<file path="config.mk">
export PLATFORM = sky130hd
export DESIGN_NAME = otter_muldiv
export DESIGN_NICKNAME = d
export VERILOG_FILES = /design/src/rtl/otter_muldiv.sv
export SDC_FILE = /design/constraint.sdc
export NUM_CORES = 1
export LEC_CHECK = 0
export CAP_MARGIN = 20
export CELL_PAD_IN_SITES_DETAIL_PLACEMENT = 0
export CELL_PAD_IN_SITES_GLOBAL_PLACEMENT = 1
export CORE_ASPECT_RATIO = 2
export CORE_UTILIZATION = 49
export DETAILED_ROUTE_END_ITERATION = 6
export GPL_TIMING_DRIVEN = 0
export HOLD_SLACK_MARGIN = 0.06
export MAX_ROUTING_LAYER = met4
export PLACE_DENSITY_LB_ADDON = 0.1
export SKIP_LAST_GASP = 1
export SLEW_MARGIN = 25
export SYNTH_ARGS = -nofsm -noshare
export SYNTH_HDL_FRONTEND = slang
export SYNTH_SLANG_ARGS = --single-unit
</file>
<file path="constraint.sdc">
create_clock -name clk -period 8.6 [get_ports clk]
set_input_delay 1.72 -clock clk [delete_from_list [all_inputs] [get_ports clk]]
set_output_delay 1.72 -clock clk [all_outputs]
set_load 0.005 [all_outputs]
</file>
<file path="src/rtl/otter_muldiv.sv">
// Iterative RV32M multiply/divide unit: one shift-add multiplier and one restoring divider
// sharing a hi/lo register pair, operating on magnitudes with a sign fix-up at the end.
module otter_muldiv #(
    parameter int unsigned WIDTH = 32
) (
    input  logic             clk,
    input  logic             rst,
    input  logic             start,
    input  logic [2:0]       funct3,
    input  logic [WIDTH-1:0] srcA,
    input  logic [WIDTH-1:0] srcB,
    output logic             busy,
    output logic             done,
    output logic [WIDTH-1:0] result
);

    localparam int unsigned CntW = $clog2(WIDTH) + 1;
    localparam logic [WIDTH-1:0] MinInt = {1'b1, {(WIDTH-1){1'b0}}};

    typedef enum logic [1:0] {StIdle, StBusy, StDone} state_e;

    state_e            state_q, state_d;
    logic [CntW-1:0]   cnt_q, cnt_d;
    logic [2:0]        f3_q, f3_d;
    logic              sign_a_q, sign_a_d, sign_b_q, sign_b_d;
    logic [WIDTH-1:0]  b_q, b_d, hi_q, hi_d, lo_q, lo_d, result_q, result_d;

    logic              a_signed, b_signed, a_neg, b_neg, div_zero, div_ovf;
    logic [WIDTH-1:0]  a_mag, b_mag;
    logic [WIDTH:0]    add_sum, shifted, diff;
    logic [WIDTH-1:0]  hi_it, lo_it, quo, rem, final_res;
    logic [2*WIDTH-1:0] prod, prod_s;

    always_comb begin
        b_signed = (funct3 == 3'b000) || (funct3 == 3'b001) ||
                   (funct3 == 3'b100) || (funct3 == 3'b110);
        a_signed = b_signed || (funct3 == 3'b010);
        a_neg    = a_signed & srcA[WIDTH-1];
        b_neg    = b_signed & srcB[WIDTH-1];
        a_mag    = a_neg ? -srcA : srcA;
        b_mag    = b_neg ? -srcB : srcB;
        div_zero = funct3[2] && (srcB == '0);
        div_ovf  = funct3[2] && !funct3[0] && (srcA == MinInt) && (srcB == '1);
    end

    // One iteration: multiply consumes lo[0] and shifts the product right; divide shifts
    // the dividend out of lo into the partial remainder in hi and shifts quotient bits in.
    always_comb begin
        add_sum = {1'b0, hi_q} + (lo_q[0] ? {1'b0, b_q} : '0);
        shifted = {hi_q, lo_q[WIDTH-1]};
        diff    = shifted - {1'b0, b_q};
        if (f3_q[2]) begin
            if (shifted >= {1'b0, b_q}) begin
                hi_it = diff[WIDTH-1:0];
                lo_it = {lo_q[WIDTH-2:0], 1'b1};
            end else begin
                hi_it = shifted[WIDTH-1:0];
                lo_it = {lo_q[WIDTH-2:0], 1'b0};
            end
        end else begin
            hi_it = add_sum[WIDTH:1];
            lo_it = {add_sum[0], lo_q[WIDTH-1:1]};
        end
    end

    always_comb begin
        prod   = {hi_it, lo_it};
        prod_s = (sign_a_q ^ sign_b_q) ? -prod : prod;
        quo    = (sign_a_q ^ sign_b_q) ? -lo_it : lo_it;
        rem    = sign_a_q ? -hi_it : hi_it;
        unique case (f3_q)
            3'b000:                 final_res = prod_s[WIDTH-1:0];
            3'b001, 3'b010, 3'b011: final_res = prod_s[2*WIDTH-1:WIDTH];
            3'b100, 3'b101:         final_res = quo;
            default:                final_res = rem;
        endcase
    end

    always_comb begin
        state_d  = state_q;
        cnt_d    = cnt_q;
        f3_d     = f3_q;
        sign_a_d = sign_a_q;
        sign_b_d = sign_b_q;
        b_d      = b_q;
        hi_d     = hi_q;
        lo_d     = lo_q;
        result_d = result_q;
        case (state_q)
            StIdle: begin
                if (start) begin
                    f3_d     = funct3;
                    sign_a_d = a_neg;
                    sign_b_d = b_neg;
                    b_d      = b_mag;
                    hi_d     = '0;
                    lo_d     = a_mag;
                    cnt_d    = CntW'(WIDTH - 1);
                    if (div_zero) begin
                        result_d = funct3[1] ? srcA : '1;
                        state_d  = StDone;
                    end else if (div_ovf) begin
                        result_d = funct3[1] ? '0 : MinInt;
                        state_d  = StDone;
                    end else begin
                        state_d  = StBusy;
                    end
                end
            end
            StBusy: begin
                hi_d  = hi_it;
                lo_d  = lo_it;
                cnt_d = cnt_q - 1'b1;
                // Last iteration lands directly in the result register.
                if (cnt_q == '0) begin
                    cnt_d    = '0;
                    result_d = final_res;
                    state_d  = StDone;
                end
            end
            StDone:  state_d = StIdle;
            default: state_d = StIdle;
        endcase
    end

    always_ff @(posedge clk or posedge rst) begin
        if (rst) begin
            state_q  <= StIdle;
            cnt_q    <= '0;
            f3_q     <= '0;
            sign_a_q <= 1'b0;
            sign_b_q <= 1'b0;
            b_q      <= '0;
            hi_q     <= '0;
            lo_q     <= '0;
            result_q <= '0;
        end else begin
            state_q  <= state_d;
            cnt_q    <= cnt_d;
            f3_q     <= f3_d;
            sign_a_q <= sign_a_d;
            sign_b_q <= sign_b_d;
            b_q      <= b_d;
            hi_q     <= hi_d;
            lo_q     <= lo_d;
            result_q <= result_d;
        end
    end

    assign busy   = (state_q != StIdle);
    assign done   = (state_q == StDone);
    assign result = result_q;

endmodule

</file>
==> flow_summary.json, run 1 <==
{
  "io_buffers": 103,
  "grt_overflow": 5,
  "grt_first_pass_wirelength_mm": 112,
  "syn_area_sq_um": 15200,
  "pre_cts_slack_ns": 1.19,
  "hpwl_mm": 59.1,
  "clockBufferDepth": 2,
  "cts_setup_buffers": 0,
  "start_util_pct": 50.2,
  "ys.flop_type": "dfrtp_1",
  "holdBufCountCts": 0,
  "num_io_pins": 104,
  "yosys_warnings": 0,
  "cts_buffers": 17,
  "synth_edf_count": 0,
  "ys_seq_area_share_pct": 23.2,
  "row_count": 90,
  "root_buffer": "clkbuf_16",
  "grt_pass1_vias": 17900,
  "ctsResizeCount": 0,
  "status": "did not finish",
  "synth_seq_cells": 141,
  "cts.sinks": 141,
  "error_message": "[ERROR GRT-0116] Global routing finished with congestion. Check the congestion regions in the DRC Viewer.",
  "grt.total_usage_pct": 49.0,
  "async_flop_share_pct": 100,
  "syn_avg_cell_area_sq_um": 7.59,
  "syn_nets": 2145,
  "die_h_um": 251,
  "die_w_um": 127,
  "gp_congestion": 1.09,
  "stop_stage": "global routing (5_1_grt)",
  "htree_levels": 4,
  "grt_start_max_net_pins": 76,
  "synth.distinct_cells": 94,
  "netlist_instances": 2002
}
-- through the flow --
step | hold slack, ns | area, sq um | cells
after floorplan | 0.464 | 15200 | 2002
after global placement | 0.469 | 16700 | 2473
after detailed placement | 0.469 | 16700 | 2474
after CTS | 0.485 | 17300 | 2506
-- Yosys cell counts, types with 9 or more instances --
cell type	instances	area [sq um]
nand2b_1	9	56.3
a221oi_1	15	131
o22ai_1	11	68.8
inv_1	67	251
xor2_1	68	596
o211ai_1	19	143
and2_1	51	319
or3_1	29	181
buf_2	14	70.1
ha_1	71	888
nor2b_1	13	81.3
mux2i_1	43	430
buf_1	9	33.8
o221ai_1	43	377
nand4_1	22	138
nand2_1	226	848
a21oi_1	161	806
o21ai_0	195	976
o21a_1	35	263
a211oi_1	17	128
nor3_1	51	255
nand3_1	47	235
a31oi_1	40	250
a22o_1	12	105
xnor2_1	107	937
dfrtp_1	141	3530
nor4_1	13	81.3
a211o_1	10	87.6
clkbuf_1	94	353
nor2_1	147	552
o31ai_1	29	218
a21o_1	23	173
and3_1	14	87.6
-- layer usage --
layer / track usage [%] / GRT overflow
met1: 45.3 / 0
met2: 80.4 / 3
met3: 9.15 / 0
met4: 54.8 / 2
met5: - / -
-- logic make-up after synthesis --
group	after synthesis	share of synthesized area, %
xor+xnor	175	10.1
buf+inv	192	5.23
flops	141	23.2
compound gates	717	31.3
mux	47	3.13
fa+ha+maj	73	6.11
simple gates	657	20.9
==> run 2, diff against run 1 <==
==> config.mk (replaced) <==
export PLATFORM = sky130hd
export DESIGN_NAME = otter_muldiv
export DESIGN_NICKNAME = d
export VERILOG_FILES = /design/src/rtl/otter_muldiv.sv
export SDC_FILE = /design/constraint.sdc
export NUM_CORES = 1
export LEC_CHECK = 0
export CAP_MARGIN = 20
export CORE_UTILIZATION = 40
export DETAILED_ROUTE_END_ITERATION = 6
export GPL_TIMING_DRIVEN = 0
export PLACE_DENSITY_LB_ADDON = 0.15
export SKIP_LAST_GASP = 1
export SLEW_MARGIN = 25
export SYNTH_ARGS = -nofsm -noshare
export SYNTH_HDL_FRONTEND = slang
export SYNTH_SLANG_ARGS = --single-unit
==> run 2 against run 1 <==
The run now ends clean. Synthesized cell count stayed put. Synthesized area stayed put.
==> flow_summary.json, run 2 <==
{
  "status": "completed",
  "endpoint_kind": "flop",
  "syn_nets": 2145,
  "grt_setup_unrepaired": "false",
  "gp_congestion": 1.05,
  "antenna_found_initial": 0,
  "fmax_mhz": 131,
  "syn_avg_cell_area_sq_um": 7.59,
  "yosysMostFrequentCell": "nand2_1",
  "row_count": 71,
  "crit_arrival_ns": 7.97,
  "cap_viol_max_count": 0,
  "worstSkewPairLatency_ns": 0.45,
  "setup_violations": 0,
  "core_area_sq_um": 37500,
  "io_buffers": 103,
  "clockBufferDepth": 2,
  "hold_path.class": "reg -> reg",
  "final_common_cell": "nand2_1",
  "crit_fanout": 10,
  "area_delta_synth_final_pct": 15.5,
  "yosysTopAreaCellShare_pct": 23.2,
  "grt_pass1_vias": 15800,
  "cts_buffers": 17,
  "grt_first_pass_wirelength_mm": 101,
  "num_io_pins": 104,
  "layout_common_cells": "226 x nand2_1, 195 x o21ai_0, 161 x a21oi_1",
  "antenna_cells": 0,
  "drt-wirelength-per-cell_um": 25.5,
  "syn_area_sq_um": 15200,
  "die_w_um": 197,
  "synth_edf_count": 0,
  "nNetsFinal": 2268,
  "vias": 16800,
  "htree_levels": 4,
  "async_flop_share_pct": 100,
  "finalCriticalPeriod_ns": 7.64,
  "maxSlewHeadroom_pct": 22.8,
  "ys.flop_type": "dfrtp_1",
  "holdBufCountCts": 0,
  "pre_cts_slack_ns": 1.23,
  "finClkSkew_ns": 0.0118,
  "clk_pin_slew_ns": 0.07,
  "finalCritPeriodShare_pct": 88.9,
  "firstDrtPassIters": 6,
  "cts_tree": "done",
  "critPathRequiredTime_ns": 8.93,
  "final_layout_size_suffix_gt1_share_pct": 4.35,
  "cts_setup_buffers": 0,
  "ant_nets": 0,
  "ys_top_cells_by_count": "226 x nand2_1, 195 x o21ai_0, 161 x a21oi_1",
  "route.detailed.drc": 0,
  "ctsResizeCount": 0,
  "routed_wl_mm": 67.6,
  "synthTopCellsByArea": "dfrtp_1 23%, o21ai_0 6.4%, xnor2_1 6.2%",
  "ys_seq_area_share_pct": 23.2,
  "dieArea_sq_um": 38800,
  "yosys.area.top_type": "dfrtp_1",
  "hold_viol_final": 0,
  "crit_type": "reg -> reg",
  "die_h_um": 197,
  "routed_via_density": 6.33,
  "timing.critical_path.from_type": "flop",
  "grt_start_max_net_pins": 73,
  "grt.total_usage_pct": 35.0,
  "root_buffer": "clkbuf_16",
  "drt-initial-drc-count": 1798,
  "synth_seq_cells": 141,
  "slew_violations": 0,
  "grt_overflow": 0,
  "fin_ws_ns": 0.958,
  "hpwl_mm": 54.7,
  "fin_setup_tns_ns": 0,
  "cts.sinks": 141,
  "synth.distinct_cells": 94,
  "worstMarginPinSlew_ns": 1.15,
  "yosys_warnings": 0,
  "start_util_pct": 40.5,
  "netlist_instances": 2002
}
## run 2: cell counts after synthesis
Identical to the previous run, type by type.
## run 2: logic make-up (layout without fill, tap and decap cells)
family                   after synthesis  after routing  synth area share, %
AO/OA/AOI/OAI                        717            717                 31.3
AND/OR/NAND/NOR                      657            657                 20.9
buffers and inverters                192            328                 5.23
XOR/XNOR                             175            175                 10.1
flip-flops                           141            141                 23.2
adder cells (fa/ha/maj)               73             73                 6.11
multiplexers                          47             47                 3.13
## run 2: stage by stage
step	cells	utilization, %	area, sq um	hold slack, ns
after floorplan	2002	-	15200	0.464
after global placement	2616	45.0	16900	0.465
after detailed placement	2617	45.1	16900	0.469
after CTS	2649	46.8	17500	0.483
after global routing	2649	46.8	17600	0.523
final	2649	46.8	17600	0.479
## run 2: cell type report
type / instances / area [sq um]
buffer: 124 / 541
clock buffer: 22 / 474
clock inverter: 10 / 161
fill: 3910 / 19900
inverter: 68 / 263
multi-input combinational: 1669 / 10900
sequential: 141 / 3530
tap: 511 / 639
timing repair buffer: 104 / 1060
## run 2: metal layers
layer | part of all wire (%) | GRT usage, %
met1 | 46 | 50.4
met2 | 43 | 53.2
met3 | 8.1 | 5.53
met4 | 2.6 | 10.7
met5 | 0 | 0
## run 2: final timing paths
kind / depth (start not counted) / slack [ns] / end / from
setup / recovery: 20 / 0.96 / result[30] / f3_q[2]
hold / removal: 2 / 0.48 / result[6] / result[6]
min in group asynchronous: 2 / 1.71 / b_q[11] / rst
max in group asynchronous: 3 / 6.09 / result[22] / rst
hold reg to reg: 2 / 0.48 / result[6] / result[6]
setup reg to reg: 20 / 0.96 / result[30] / f3_q[2]
## run 2: worst max-delay path: stages, from the launching register on
cell	delay, ns
dfrtp_1	0.32
clkbuf_1	0.47
buf_2	0.38
buf_1	0.53
clkbuf_1	0.41
buf_2	0.33
buf_1	0.57
buf_1	0.78
mux2i_1	0.32
inv_1	0.16
ha_1	0.31
o211ai_1	0.15
a221oi_2	0.30
a41oi_4	0.11
nor4_4	0.53
nand2_4	0.17
or4_1	0.49
buf_2	0.19
or3_1	0.38
a211o_1	0.30
a221o_1	0.30
Power of run 2 is not shown: default switching activity piles up to over one toggle a cycle in this logic, so the estimate is an artifact.
